[config.mk]
export PLATFORM = sky130hd
export DESIGN_NAME = hazard_unit_flat
export DESIGN_NICKNAME = d
export VERILOG_FILES = /design/src/rtl/cpu_pkg.sv /design/src/rtl/hazard_unit_if.sv /design/src/rtl/sat_counter.sv /design/src/rtl/hazard_unit.sv /design/src/flat_wrapper.sv
export SDC_FILE = /design/constraint.sdc
export NUM_CORES = 1
export LEC_CHECK = 0
export CORE_ASPECT_RATIO = 1.2
export CORE_UTILIZATION = 35
export DETAILED_ROUTE_END_ITERATION = 10
export GPL_TIMING_DRIVEN = 0
export PLACE_DENSITY = 0.76
export SYNTH_ARGS = -nofsm -noshare
export SYNTH_HDL_FRONTEND = slang
export SYNTH_SLANG_ARGS = --single-unit
[constraint.sdc]
create_clock -name clk -period 2.15 [get_ports clk]
set_input_delay 0.3225 -clock clk [delete_from_list [all_inputs] [get_ports clk]]
set_output_delay 0.3225 -clock clk [all_outputs]
set_load 0.02 [all_outputs]
[src/rtl/cpu_pkg.sv]
// Shared pipeline definitions: opcodes, the hazard FSM state type and
// helpers that tell which source registers an instruction reads.
package cpu_pkg;

    localparam logic [6:0] OP_R       = 7'b0110011;
    localparam logic [6:0] OP_I       = 7'b0010011;
    localparam logic [6:0] OP_LW      = 7'b0000011;
    localparam logic [6:0] OP_S       = 7'b0100011;
    localparam logic [6:0] OP_SB      = 7'b1100011;
    localparam logic [6:0] FUNCT7_MUL = 7'b0000001;

    typedef enum logic {
        RUN = 1'b0,
        MUL = 1'b1
    } state_e;

    function automatic logic uses_rs1(input logic [6:0] op);
        return (op == OP_R) || (op == OP_I) || (op == OP_LW) ||
               (op == OP_S) || (op == OP_SB);
    endfunction

    function automatic logic uses_rs2(input logic [6:0] op);
        return (op == OP_R) || (op == OP_S) || (op == OP_SB);
    endfunction

endpackage

[src/rtl/hazard_unit_if.sv]
// Bundle between the pipeline datapath (master) and the hazard unit (slave).
interface hazard_unit_if #(
    parameter int CNT_W = 16
);
    logic [6:0]       id_opcode;
    logic [4:0]       id_rs1;
    logic [4:0]       id_rs2;
    logic             ex_mem_read;
    logic [4:0]       ex_rd;
    logic             ex_is_mult;
    logic             branch_taken;
    logic             clr_stats;

    logic             ctrl_src;
    logic             pc_write;
    logic             if_id_write;
    logic             if_id_flush;
    logic             id_ex_write;
    logic             ex_mem_bubble;
    logic [CNT_W-1:0] stall_cycles;
    logic [CNT_W-1:0] flush_count;

    modport master (
        output id_opcode, id_rs1, id_rs2, ex_mem_read, ex_rd,
               ex_is_mult, branch_taken, clr_stats,
        input  ctrl_src, pc_write, if_id_write, if_id_flush,
               id_ex_write, ex_mem_bubble, stall_cycles, flush_count
    );

    modport slave (
        input  id_opcode, id_rs1, id_rs2, ex_mem_read, ex_rd,
               ex_is_mult, branch_taken, clr_stats,
        output ctrl_src, pc_write, if_id_write, if_id_flush,
               id_ex_write, ex_mem_bubble, stall_cycles, flush_count
    );
endinterface

[src/rtl/sat_counter.sv]
// Saturating up-counter with a synchronous clear that beats the increment.
module sat_counter #(
    parameter int CNT_W = 16
) (
    input  logic             clk,
    input  logic             rst_n,
    input  logic             inc_i,
    input  logic             clr_i,
    output logic [CNT_W-1:0] count_o
);

    logic [CNT_W-1:0] count_q;
    logic [CNT_W-1:0] count_d;

    always_comb begin
        count_d = count_q;
        if (clr_i) begin
            count_d = '0;
        end else if (inc_i && (count_q != '1)) begin
            count_d = count_q + CNT_W'(1);
        end
    end

    always_ff @(posedge clk or negedge rst_n) begin
        if (!rst_n) begin
            count_q <= '0;
        end else begin
            count_q <= count_d;
        end
    end

    assign count_o = count_q;

endmodule

[src/rtl/hazard_unit.sv]
// Pipeline hazard controller: load-use bubbles, taken-branch flushes and
// multi-cycle multiply stalls, with saturating stall/flush statistics.
module hazard_unit
    import cpu_pkg::*;
#(
    parameter int MUL_CYCLES = 4,
    parameter int CNT_W      = 16
) (
    input  logic         clk,
    input  logic         rst_n,
    hazard_unit_if.slave hif
);

    localparam logic [3:0] MUL_RELOAD = 4'(MUL_CYCLES - 2);

    state_e     state_q, state_d;
    logic [3:0] cnt_q, cnt_d;
    logic       load_use;
    logic       flush_evt;
    logic       stall_evt;

    assign load_use = hif.ex_mem_read && (hif.ex_rd != 5'd0) &&
                      ((uses_rs1(hif.id_opcode) && (hif.ex_rd == hif.id_rs1)) ||
                       (uses_rs2(hif.id_opcode) && (hif.ex_rd == hif.id_rs2)));

    always_comb begin
        state_d           = state_q;
        cnt_d             = cnt_q;
        flush_evt         = 1'b0;
        hif.ctrl_src      = 1'b0;
        hif.pc_write      = 1'b1;
        hif.if_id_write   = 1'b1;
        hif.if_id_flush   = 1'b0;
        hif.id_ex_write   = 1'b1;
        hif.ex_mem_bubble = 1'b0;

        if (!rst_n) begin
            hif.ctrl_src      = 1'b1;
            hif.if_id_flush   = 1'b1;
            hif.ex_mem_bubble = 1'b1;
            hif.pc_write      = 1'b0;
            hif.if_id_write   = 1'b0;
            hif.id_ex_write   = 1'b0;
        end else begin
            case (state_q)
                RUN: begin
                    if (hif.ex_is_mult) begin
                        hif.pc_write      = 1'b0;
                        hif.if_id_write   = 1'b0;
                        hif.id_ex_write   = 1'b0;
                        hif.ex_mem_bubble = 1'b1;
                        cnt_d             = MUL_RELOAD;
                        state_d           = MUL;
                    end else if (hif.branch_taken) begin
                        // The ID instruction is squashed, so any load-use on it is moot.
                        hif.if_id_flush = 1'b1;
                        hif.ctrl_src    = 1'b1;
                        flush_evt       = 1'b1;
                    end else if (load_use) begin
                        hif.pc_write    = 1'b0;
                        hif.if_id_write = 1'b0;
                        hif.ctrl_src    = 1'b1;
                    end
                end
                MUL: begin
                    if (cnt_q != 4'd0) begin
                        hif.pc_write      = 1'b0;
                        hif.if_id_write   = 1'b0;
                        hif.id_ex_write   = 1'b0;
                        hif.ex_mem_bubble = 1'b1;
                        cnt_d             = cnt_q - 4'd1;
                    end else begin
                        state_d = RUN;
                    end
                end
                default: state_d = RUN;
            endcase
        end
    end

    always_ff @(posedge clk or negedge rst_n) begin
        if (!rst_n) begin
            state_q <= RUN;
            cnt_q   <= 4'd0;
        end else begin
            state_q <= state_d;
            cnt_q   <= cnt_d;
        end
    end

    assign stall_evt = rst_n && !hif.pc_write;

    sat_counter #(.CNT_W(CNT_W)) u_stall_cnt (
        .clk     (clk),
        .rst_n   (rst_n),
        .inc_i   (stall_evt),
        .clr_i   (hif.clr_stats),
        .count_o (hif.stall_cycles)
    );

    sat_counter #(.CNT_W(CNT_W)) u_flush_cnt (
        .clk     (clk),
        .rst_n   (rst_n),
        .inc_i   (flush_evt),
        .clr_i   (hif.clr_stats),
        .count_o (hif.flush_count)
    );

endmodule

[src/flat_wrapper.sv]
// flat-port wrapper written by rule: the top's interface ports become plain ports
module hazard_unit_flat import cpu_pkg::*;
#(
    parameter int MUL_CYCLES = 4,
    parameter int CNT_W      = 16
)
  (clk, rst_n, hif_id_opcode, hif_id_rs1, hif_id_rs2, hif_ex_mem_read, hif_ex_rd, hif_ex_is_mult, hif_branch_taken, hif_clr_stats, hif_ctrl_src, hif_pc_write, hif_if_id_write, hif_if_id_flush, hif_id_ex_write, hif_ex_mem_bubble, hif_stall_cycles, hif_flush_count);
  hazard_unit_if #(.CNT_W(CNT_W)) hif_i ();
  input  logic clk;
  input  logic rst_n;
  input wire logic [$bits(hif_i.id_opcode)-1:0] hif_id_opcode;
  input wire logic [$bits(hif_i.id_rs1)-1:0] hif_id_rs1;
  input wire logic [$bits(hif_i.id_rs2)-1:0] hif_id_rs2;
  input wire logic [$bits(hif_i.ex_mem_read)-1:0] hif_ex_mem_read;
  input wire logic [$bits(hif_i.ex_rd)-1:0] hif_ex_rd;
  input wire logic [$bits(hif_i.ex_is_mult)-1:0] hif_ex_is_mult;
  input wire logic [$bits(hif_i.branch_taken)-1:0] hif_branch_taken;
  input wire logic [$bits(hif_i.clr_stats)-1:0] hif_clr_stats;
  output wire logic [$bits(hif_i.ctrl_src)-1:0] hif_ctrl_src;
  output wire logic [$bits(hif_i.pc_write)-1:0] hif_pc_write;
  output wire logic [$bits(hif_i.if_id_write)-1:0] hif_if_id_write;
  output wire logic [$bits(hif_i.if_id_flush)-1:0] hif_if_id_flush;
  output wire logic [$bits(hif_i.id_ex_write)-1:0] hif_id_ex_write;
  output wire logic [$bits(hif_i.ex_mem_bubble)-1:0] hif_ex_mem_bubble;
  output wire logic [$bits(hif_i.stall_cycles)-1:0] hif_stall_cycles;
  output wire logic [$bits(hif_i.flush_count)-1:0] hif_flush_count;
  assign hif_i.id_opcode = hif_id_opcode;
  assign hif_i.id_rs1 = hif_id_rs1;
  assign hif_i.id_rs2 = hif_id_rs2;
  assign hif_i.ex_mem_read = hif_ex_mem_read;
  assign hif_i.ex_rd = hif_ex_rd;
  assign hif_i.ex_is_mult = hif_ex_is_mult;
  assign hif_i.branch_taken = hif_branch_taken;
  assign hif_i.clr_stats = hif_clr_stats;
  assign hif_ctrl_src = hif_i.ctrl_src;
  assign hif_pc_write = hif_i.pc_write;
  assign hif_if_id_write = hif_i.if_id_write;
  assign hif_if_id_flush = hif_i.if_id_flush;
  assign hif_id_ex_write = hif_i.id_ex_write;
  assign hif_ex_mem_bubble = hif_i.ex_mem_bubble;
  assign hif_stall_cycles = hif_i.stall_cycles;
  assign hif_flush_count = hif_i.flush_count;
  hazard_unit #(.MUL_CYCLES(MUL_CYCLES), .CNT_W(CNT_W)) u_core (.clk(clk), .rst_n(rst_n), .hif(hif_i));
endmodule
==> impl_metrics.py, run 1 <==
metrics = {
    "synth": {
        "synth-edff-count": 0,
        "synthFlopType": "dfrtp_1",
        "syn_nets": 267,
        "syn_area_per_cell_sq_um": 9.01,
        "yosys_warnings": 0,
        "syn_area_sq_mm": 0.00212,
        "async_reset_ff_share_pct": 100,
        "synth-seq-cells": 37,
        "yosysUniqueCellTypes": 40,
        "synthCells": 235,
        "ys_seq_area_share_pct": 43.7,
    },
    "worst_setup_path": {
        "startpoint": "hif_id_rs2[0]",
        "path_cells": "clkdlybuf4s15_1 > xor2_1 > nor4_2 > nand4_1 > a211oi_4 > o211ai_2 > buf_6 > or4_4 > a21oi_2",
        "path_max_fanout": 4,
        "endpoint_kind": "register",
        "cpPeakStageDelay_ns": 0.48,
        "worstSetupPathType": "in -> reg",
        "cp_slowest_cell": "or4_4",
        "cpLargestDelayFamily": "simple AND/OR/NAND/NOR gates",
        "r2r_cells": 10,
        "critPathRequiredTime_ns": 2.37,
        "cp_num_buf_inv": 2,
        "r2r-start": "u_core.cnt_q[0]$_DFFE_PN0P_",
        "rrSetupSlack_ns": -0.02,
        "crit_arrival_ns": 2.40,
        "reg2reg_to": "u_core.u_stall_cnt.count_o[11]$_DFFE_PN0P_",
        "start_kind": "input pin",
    },
    "run": {
        "cap_violations": 0,
    },
    "sta": {
        "hold_viol_final": 8,
        "rsz0062_at_grt": "true",
        "fin_tns_setup_ns": -0.0493,
        "slew_headroom_pct": 61.7,
        "setup_viol": 2,
        "fmax_mhz": 458,
        "drv_slew": 0,
        "worstMarginPinSlew_ns": 0.574,
        "skew_ns": 0.0104,
        "fin_crit_ns": 2.18,
        "setup_ws_ns": -0.0323,
        "hold_ws_ns": -0.00259,
        "fin_crit_sh_pct": 102,
    },
    "layout": {
        "num-fill-cells": 518,
        "syn_to_final_growth_pct": 55.6,
        "nNetsFinal": 357,
        "diodes": 0,
        "final_cell_mix": "dfrtp_1, clkdlybuf4s50_1, nor2_1, buf_4, nand2_1",
        "fin_area_sq_mm": 0.00330,
        "final_layout_size_suffix_gt1_share_pct": 25.6,
        "final_common_cell": "dfrtp_1",
    },
    "route": {
        "drc": 0,
        "wl_per_cell_um": 14.7,
        "num_vias": 2091,
        "ant_nets": 0,
        "first_iter_violations": 68,
        "routed_wl_um": 5940,
        "drt_first_pass_iters": 4,
        "viasPerCell": 5.18,
    },
    "place": {
        "hpwl_um": 3840,
        "place_congestion": 0.763,
        "placed_cell_area_sq_mm": 0.00285,
        "numPortBuffers": 64,
    },
    "power": {
        "intPower_mw": 1.20,
        "pwr-share-seq_pct": 46.5,
        "peakVddDrop_mv": 0.345,
        "swShare_pct": 31.1,
        "power.switching_uw": 542,
        "combPwrFrac_pct": 27.6,
        "power.leakage_nw": 1.40,
        "clkPwrFrac_pct": 25.9,
        "p_per_area_mw_per_mm2": 528,
    },
    "die": {
        "die_w_um": 73.0,
        "die_area_sq_mm": 0.00637,
        "initial_core_util_pct": 36.9,
        "core_area_sq_mm": 0.00574,
        "io_pins": 66,
        "die_y_um": 87.2,
        "rows": 30,
    },
    "clock_tree": {
        "cts_tree": "built",
        "clock-sinks": 37,
        "cts_buffer_depth": 2,
        "cts_inserted_buffers": 5,
        "htreeDepth": 2,
        "path_clk_slew_ns": 0.08,
        "root_buffer": "clkbuf_8",
        "clk_latency_ns": 0.29,
    },
    "grt": {
        "antenna_found_initial": 0,
        "grt_pass1_vias": 2062,
        "grt_pass1_wl_um": 9150,
        "grt_overflow": 0,
        "grt_max_degree": 43,
        "track_usage_pct": 18.7,
    },
    "worst_hold_path": {
        "hp-class": "in -> async",
    },
    "status": {
        "status": "finished, violations left",
        "violations": "hold timing, setup timing",
    },
}
worst register-to-register path: cells and delay by family, from the launching register on:
family / cells / cell delay, ns
and+or+nand+nor: 4 / 0.82
adders and majority gates: 1 / 0.15
AOI/OAI and AO/OA: 3 / 0.55
buffers and inverters: 2 / 0.20
DFF: 1 / 0.37
repair_timing:
item	4_1_cts	5_1_grt
endpoints found under the setup margin	28	27
buffers inserted	12	7
gates cloned	1	0
pin swaps	21	29
hold buffers	0	0
gates resized for setup	76	53
layer usage:
metal | GRT usage [%] | share of wire (%) | up-vias
met3 | 4.86 | 7.1 | 8
met5 | 0 | 0 | -
met1 | 22.1 | 41 | 1005
li1 | - | - | 1005
met2 | 32.2 | 51 | 73
met4 | 6.77 | 1.0 | 0
area by class of cell:
type / count / area [sq um] / area share (%)
clock buffers: 5 / 68.8 / 2.09
plain buffers: 9 / 52.6 / 1.59
flip-flops and latches: 37 / 926 / 28.1
well taps: 80 / 100 / 3.04
multi-input cells: 180 / 1340 / 40.5
repair buffers: 84 / 778 / 23.6
clock inverters: 1 / 5.00 / 0.152
inverters: 8 / 30.0 / 0.911
state kept, by name (all words and copies together), names as in the netlist:
name and count:
u_core.u_flush_cnt.count_o 16, u_core.u_stall_cnt.count_o 16, u_core.cnt_q 4, u_core.state_q 1
power by group through the flow:
stage          logic [mW]  clock network [mW]  registers, mW
2_1_floorplan       0.217                   0          0.809
3_3_place_gp        0.374                   0          0.808
3_5_place_dp        0.382                   0          0.810
4_1_cts             0.429               0.462          0.798
5_1_grt             0.534               0.487          0.815
6_report            0.481               0.450          0.809
cell usage after synthesis, drive strengths merged, types with 6 or more instances:
cell type / count / share of area, %
a21oi: 14 / 3.3
clkbuf: 6 / 1.1
dfrtp: 37 / 44
inv: 8 / 1.4
nand2: 20 / 3.5
nand3: 14 / 3.3
nand4: 11 / 3.2
nor2: 29 / 5.1
nor3: 7 / 1.9
o21ai: 13 / 3.1
or3: 8 / 2.4
xnor2: 10 / 4.1
xor2: 18 / 7.4
through the flow:
| step | utilization [%] | setup slack [ns] | std cells | total power [mW] |
|---|---|---|---|---|
| after detailed placement | 49.7 | -0.980 | 379 | 1.19 |
| after CTS | 54.1 | 0.00279 | 397 | 1.69 |
| after global routing | 57.4 | -0.134 | 404 | 1.84 |
| after global placement | 49.8 | -1.62 | 379 | 1.18 |
| after floorplan | - | 0.0364 | 235 | 1.03 |
| final | 57.4 | -0.0323 | 404 | 1.74 |
worst max-delay path by stage:
stage,depth (start not counted),end,slack [ns]
3_3_place_gp,8,u_core.u_flush_cnt.count_o[13]$_DFFE_PN0P_,-1.62
6_report,9,u_core.u_stall_cnt.count_o[10]$_DFFE_PN0P_,-0.03
2_1_floorplan,8,u_core.u_flush_cnt.count_o[13]$_DFFE_PN0P_,0.04
3_5_place_dp,9,hif_pc_write,-0.98
5_1_grt,10,u_core.u_stall_cnt.count_o[11]$_DFFE_PN0P_,-0.13
4_1_cts,10,u_core.u_stall_cnt.count_o[11]$_DFFE_PN0P_,0.003
cells by family (layout without fill, tap and decap cells):
| kind of cell | Yosys count | after routing | synth area share, % |
|---|---|---|---|
| AND/OR/NAND/NOR | 104 | 104 | 25.0 |
| flip-flops | 37 | 37 | 43.7 |
| buffers and inverters | 18 | 107 | 3.60 |
| AO/OA/AOI/OAI | 40 | 40 | 11.8 |
| adder cells (fa/ha/maj) | 4 | 4 | 2.36 |
| XOR/XNOR | 28 | 28 | 11.6 |
| multiplexers | 4 | 4 | 1.95 |
No activity file was read; power rests on OpenSTA's default activity.
==> run 2: changes to the inputs <==
--- a/config.mk
+++ b/config.mk
@@ -8,8 +8,8 @@
 export CORE_ASPECT_RATIO = 1.2
 export CORE_UTILIZATION = 35
 export DETAILED_ROUTE_END_ITERATION = 10
-export GPL_TIMING_DRIVEN = 0
-export PLACE_DENSITY = 0.76
+export GPL_TIMING_DRIVEN = 1
+export PLACE_DENSITY = 0.74
 export SYNTH_ARGS = -nofsm -noshare
 export SYNTH_HDL_FRONTEND = slang
 export SYNTH_SLANG_ARGS = --single-unit
==> constraint.sdc (replaced) <==
create_clock -name clk -period 2.7 [get_ports clk]
set_input_delay 0.405 -clock clk [delete_from_list [all_inputs] [get_ports clk]]
set_output_delay 0.405 -clock clk [all_outputs]
set_load 0.02 [all_outputs]
==> run 2 against run 1 <==
Setup slack improved by 0.14 ns. Clock skew decreased by 0.0055 ns. Register-to-register slack better by 0.35 ns. Flip-flop and latch count unchanged. Wire length is 8.4% lower. Non-clock buffer count decreased by 13. Core utilization decreased by 4.6 points. Sequential share of layout area up 2.4 points. Design area decreased by 8.0%. The flow now finishes without violations. Critical endpoint unchanged. Clock power is 14% lower. Largest cell class unchanged. Die area did not move. Highest routed layer unchanged. Via count fell by 2.3%. Critical path type unchanged.
==> impl_metrics.py, run 2 (same netlist as run 1, synthesis figures left out) <==
metrics = {
    "route": {
        "viasPerCell": 5.21,
        "wl_per_cell_um": 13.9,
        "first_iter_violations": 44,
        "ant_nets": 0,
        "num_vias": 2042,
        "drt_first_pass_iters": 4,
        "routed_wl_um": 5440,
        "drc": 0,
    },
    "sta": {
        "rsz0062_at_grt": "true",
        "setup_viol": 0,
        "fin_crit_ns": 2.59,
        "slew_headroom_pct": 70.4,
        "fin_crit_sh_pct": 96.1,
        "hold_viol_final": 0,
        "worstMarginPinSlew_ns": 0.444,
        "fmax_mhz": 385,
        "skew_ns": 0.00488,
        "setup_ws_ns": 0.105,
        "drv_slew": 0,
    },
    "die": {
        "initial_core_util_pct": 36.9,
        "die_area_sq_mm": 0.00637,
        "die_w_um": 73.0,
        "core_area_sq_mm": 0.00574,
        "die_y_um": 87.2,
        "io_pins": 66,
        "rows": 30,
    },
    "place": {
        "place_congestion": 0.733,
        "place_ws_ns": -0.270,
        "numPortBuffers": 65,
        "hpwl_um": 4070,
    },
    "clock_tree": {
        "clock-sinks": 37,
        "htreeDepth": 2,
        "cts_setup_buffers": 0,
        "cts_buffer_depth": 2,
        "path_clk_slew_ns": 0.07,
        "root_buffer": "clkbuf_8",
        "cts_inserted_buffers": 5,
        "clk_latency_ns": 0.29,
        "cts_tree": "built",
    },
    "layout": {
        "final_util_pct": 52.8,
        "final_layout_size_suffix_gt1_share_pct": 10.3,
        "final_common_cell": "clkdlybuf4s50_1",
        "nNetsFinal": 344,
        "diodes": 0,
        "syn_to_final_growth_pct": 43.1,
        "final_cell_mix": "clkdlybuf4s50_1, dfrtp_1, nor2_1, nand2_1, xor2_1",
    },
    "status": {
        "status": "complete, no violations",
    },
    "worst_setup_path": {
        "start_kind": "input pin",
        "startpoint": "hif_ex_rd[0]",
        "critPathRequiredTime_ns": 2.91,
        "crit_arrival_ns": 2.81,
        "r2r-start": "u_core.cnt_q[0]$_DFFE_PN0P_",
        "worstSetupPathType": "in -> reg",
        "path_max_fanout": 10,
        "endpoint_kind": "register",
    },
    "grt": {
        "grt_pass1_wl_um": 8850,
        "antenna_found_initial": 0,
        "grt_pass1_vias": 2046,
        "grt_max_degree": 37,
        "track_usage_pct": 17.8,
        "grt_overflow": 0,
    },
    "worst_hold_path": {
        "hp-class": "in -> async",
    },
    "run": {
        "cap_violations": 0,
    },
    "power": {
        "power.leakage_nw": 1.20,
        "p_per_area_mw_per_mm2": 442,
        "peakVddDrop_mv": 0.287,
    },
}
run 2: routing by layer:
| metal | share of wire (%) | GRT usage, % |
|---|---|---|
| met3 | 6.9 | 4.63 |
| met2 | 48 | 30.6 |
| met1 | 44 | 21.1 |
| met5 | 0 | 0 |
| met4 | 1.3 | 6.95 |
run 2: metrics by stage:
stage,instance area [sq um],hold WS (ns),power [mW],cells,TNS [ns]
after detailed placement,2920,0.231,0.964,384,-1.61
after global routing,3030,0.479,1.41,392,-0.0193
after global placement,2920,0.232,0.951,384,-1.59
after floorplan,2120,0.109,0.816,235,0
after CTS,3020,0.474,1.35,392,0
final,3030,0.478,1.34,392,0
run 2: worst paths after layout:
path	endpoint	slack, ns	cells past startpoint
setup / recovery	u_core.u_stall_cnt.count_o[10]$_DFFE_PN0P_	0.11	9
hold reg to reg	u_core.cnt_q[3]$_DFFE_PN0P_	0.55	2
min in group clk	u_core.cnt_q[3]$_DFFE_PN0P_	0.55	2
setup reg to reg	u_core.u_stall_cnt.count_o[15]$_DFFE_PN0P_	0.33	10
max in group asynchronous	u_core.u_stall_cnt.count_o[13]$_DFFE_PN0P_	1.57	3
hold / removal	u_core.state_q$_DFFE_PN0P_	0.48	2
run 2: critical path, cell delays in order:
cell and delay [ns]:
clkdlybuf4s50_1 0.41, buf_4 0.15, xor2_1 0.16, nor4_2 0.31, nand4_1 0.19, a211oi_4 0.35, o211ai_4 0.17, or4_4 0.51
a21oi_2 0.14
run 2: cell type report:
cell class,count,area [sq um]
Tap cell,80,100
Clock buffer,7,86.3
Fill cell,544,2710
Sequential cell,37,926
Inverter,8,30.0
Multi-Input combinational cell,180,1140
Timing Repair Buffer,80,749
run 2: repair_timing:
action / CTS / global route
pin swaps: 0 / 4
resized for setup: 5 / 11
hold buffers: 1 / 0
endpoints found under the hold margin: 2 / 0
setup endpoints to repair: 3 / 6
cloned: 0 / 0
run 2: power by group:
group	total (mW)	switching, mW	internal (mW)
Combinational	0.315	0.159	0.157
Clock	0.388	0.186	0.202
Sequential	0.638	0.0445	0.593
==> run 3: changes to the inputs <==
--- a/config.mk
+++ b/config.mk
@@ -6,6 +6,7 @@
 export NUM_CORES = 1
 export LEC_CHECK = 0
 export CORE_ASPECT_RATIO = 1.2
+export CORE_MARGIN = 10
 export CORE_UTILIZATION = 35
 export DETAILED_ROUTE_END_ITERATION = 10
 export GPL_TIMING_DRIVEN = 1
==> run 3 against run 2 <==
Global-route usage is 5.6 points lower. Cell count rose by 1.3%. Wire length grew 9.1%. Maximum frequency rose by 1.4%. Sequential share of layout area decreased by 0.68 points. Power increased by 9.8%. Sequential power about the same. Clock power increased by 29%. Combinational power up 6%. Design area is 2.3% higher. Clock skew increased by 0.0039 ns. Critical endpoint is now u_core.u_stall_cnt.count_o[14]$_DFFE_PN0P_.
==> impl_metrics.py, run 3 (same netlist as run 1, synthesis figures left out) <==
metrics = {
    "clock_tree": {
        "cts_inserted_buffers": 5,
        "clk_latency_ns": 0.29,
        "root_buffer": "clkbuf_8",
        "cts_tree": "built",
        "clock-sinks": 37,
        "htreeDepth": 2,
        "path_clk_slew_ns": 0.08,
        "cts_buffer_depth": 2,
    },
    "layout": {
        "diodes": 0,
        "nNetsFinal": 346,
        "final_cell_mix": "clkdlybuf4s50_1, dfrtp_1, nor2_1, nand2_1, xor2_1",
        "fin_area_sq_mm": 0.00310,
        "final_layout_size_suffix_gt1_share_pct": 11.1,
        "instances_no_fill": 397,
        "syn_to_final_growth_pct": 46.4,
        "final_common_cell": "clkdlybuf4s50_1",
    },
    "route": {
        "drc": 0,
        "drt_first_pass_iters": 4,
        "viasPerCell": 5.09,
        "wl_per_cell_um": 15.0,
        "routed_wl_um": 5940,
        "ant_nets": 0,
        "num_vias": 2019,
        "first_iter_violations": 61,
    },
    "worst_setup_path": {
        "path_max_fanout": 6,
        "start_kind": "input pin",
        "crit_arrival_ns": 2.77,
        "critPathRequiredTime_ns": 2.91,
        "worstSetupPathType": "in -> reg",
        "endpoint_kind": "register",
    },
    "place": {
        "placed_cell_area_sq_mm": 0.00290,
        "place_congestion": 0.825,
        "place_ws_ns": -0.264,
        "hpwl_um": 4520,
        "dp.cells": 383,
        "numPortBuffers": 65,
    },
    "sta": {
        "fin_tns_setup_ns": 0,
        "worstMarginPinSlew_ns": 0.472,
        "fin_crit_ns": 2.56,
        "rsz0062_at_grt": "false",
        "setup_ws_ns": 0.141,
        "hold_viol_final": 0,
        "fmax_mhz": 391,
        "drv_slew": 0,
        "fin_crit_sh_pct": 94.8,
        "setup_viol": 0,
        "skew_ns": 0.00873,
        "slew_headroom_pct": 68.5,
    },
    "grt": {
        "antenna_found_initial": 0,
        "grt_max_degree": 38,
        "track_usage_pct": 12.2,
        "grt_overflow": 0,
        "grt_pass1_vias": 2008,
        "grt_pass1_wl_um": 9850,
    },
    "die": {
        "rows": 31,
        "io_pins": 66,
        "die_area_sq_mm": 0.00958,
        "die_w_um": 91.0,
        "initial_core_util_pct": 35.5,
        "die_y_um": 105,
        "core_area_sq_mm": 0.00597,
    },
    "status": {
        "status": "complete, no violations",
    },
    "power": {
        "p_total_mw": 1.47,
        "peakVddDrop_mv": 0.324,
        "p_per_area_mw_per_mm2": 475,
        "power.leakage_nw": 1.26,
    },
    "worst_hold_path": {
        "hp-class": "in -> async",
    },
    "run": {
        "cap_violations": 0,
    },
}
[run 3: worst max-delay path: stages]
cell and delay [ns]:
clkdlybuf4s50_1 0.41, xor2_1 0.16, nor4_2 0.33, nand4_1 0.19, a211oi_4 0.36, o211ai_4 0.16, buf_4 0.18, or4_1 0.41
a21oi_1 0.16
[run 3: timing repair]
item	in CTS	in global routing
pin swaps	0	4
setup buffers	0	5
gates resized for setup	3	16
hold buffers	1	0
endpoints found under the setup margin	3	9
endpoints found under the hold margin	1	0
[run 3: where the power goes]
part           internal, mW  switching [mW]  total [mW]
Combinational         0.169           0.165       0.334
Clock                 0.301           0.199       0.501
Sequential            0.593          0.0447       0.637
[run 3: layout make-up]
class / instances / area, sq um
clock buffer: 7 / 86.3
clock inverter: 1 / 30.0
fill: 573 / 2870
inverter: 8 / 30.0
multi-input combinational: 180 / 1150
sequential: 37 / 926
tap: 82 / 103
timing repair buffer: 82 / 778
[run 3: routing by layer]
layer / GRT usage, % / wire [um] / up-vias
met5: 0 / 0 / -
met4: 2.91 / 41 / 0
met3: 3.69 / 379 / 4
met2: 20.1 / 2780 / 73
met1: 15.3 / 2730 / 951
li1: - / - / 991
[run 3: metrics by stage]
stage               hold slack (ns)  util (%)
floorplan                     0.109         -
detailed placement            0.224      48.6
finish                        0.486      51.9
global placement              0.221      48.6
CTS                           0.495      50.6
global route                  0.517      51.9
[run 3: path summary, 6_finish.rpt]
path	endpoint	slack [ns]	from	cells past startpoint
min	u_core.cnt_q[2]$_DFFE_PN0P_	0.49	rst_n	2
min reg2reg	u_core.cnt_q[0]$_DFFE_PN0P_	0.54	u_core.cnt_q[0]$_DFFE_PN0P_	1
max in group asynchronous	u_core.u_stall_cnt.count_o[12]$_DFFE_PN0P_	1.54	rst_n	3
max	u_core.u_stall_cnt.count_o[14]$_DFFE_PN0P_	0.14	hif_id_rs2[0]	9
min in group clk	u_core.cnt_q[0]$_DFFE_PN0P_	0.54	u_core.cnt_q[0]$_DFFE_PN0P_	1
max reg2reg	u_core.u_stall_cnt.count_o[15]$_DFFE_PN0P_	0.32	u_core.cnt_q[0]$_DFFE_PN0P_	10
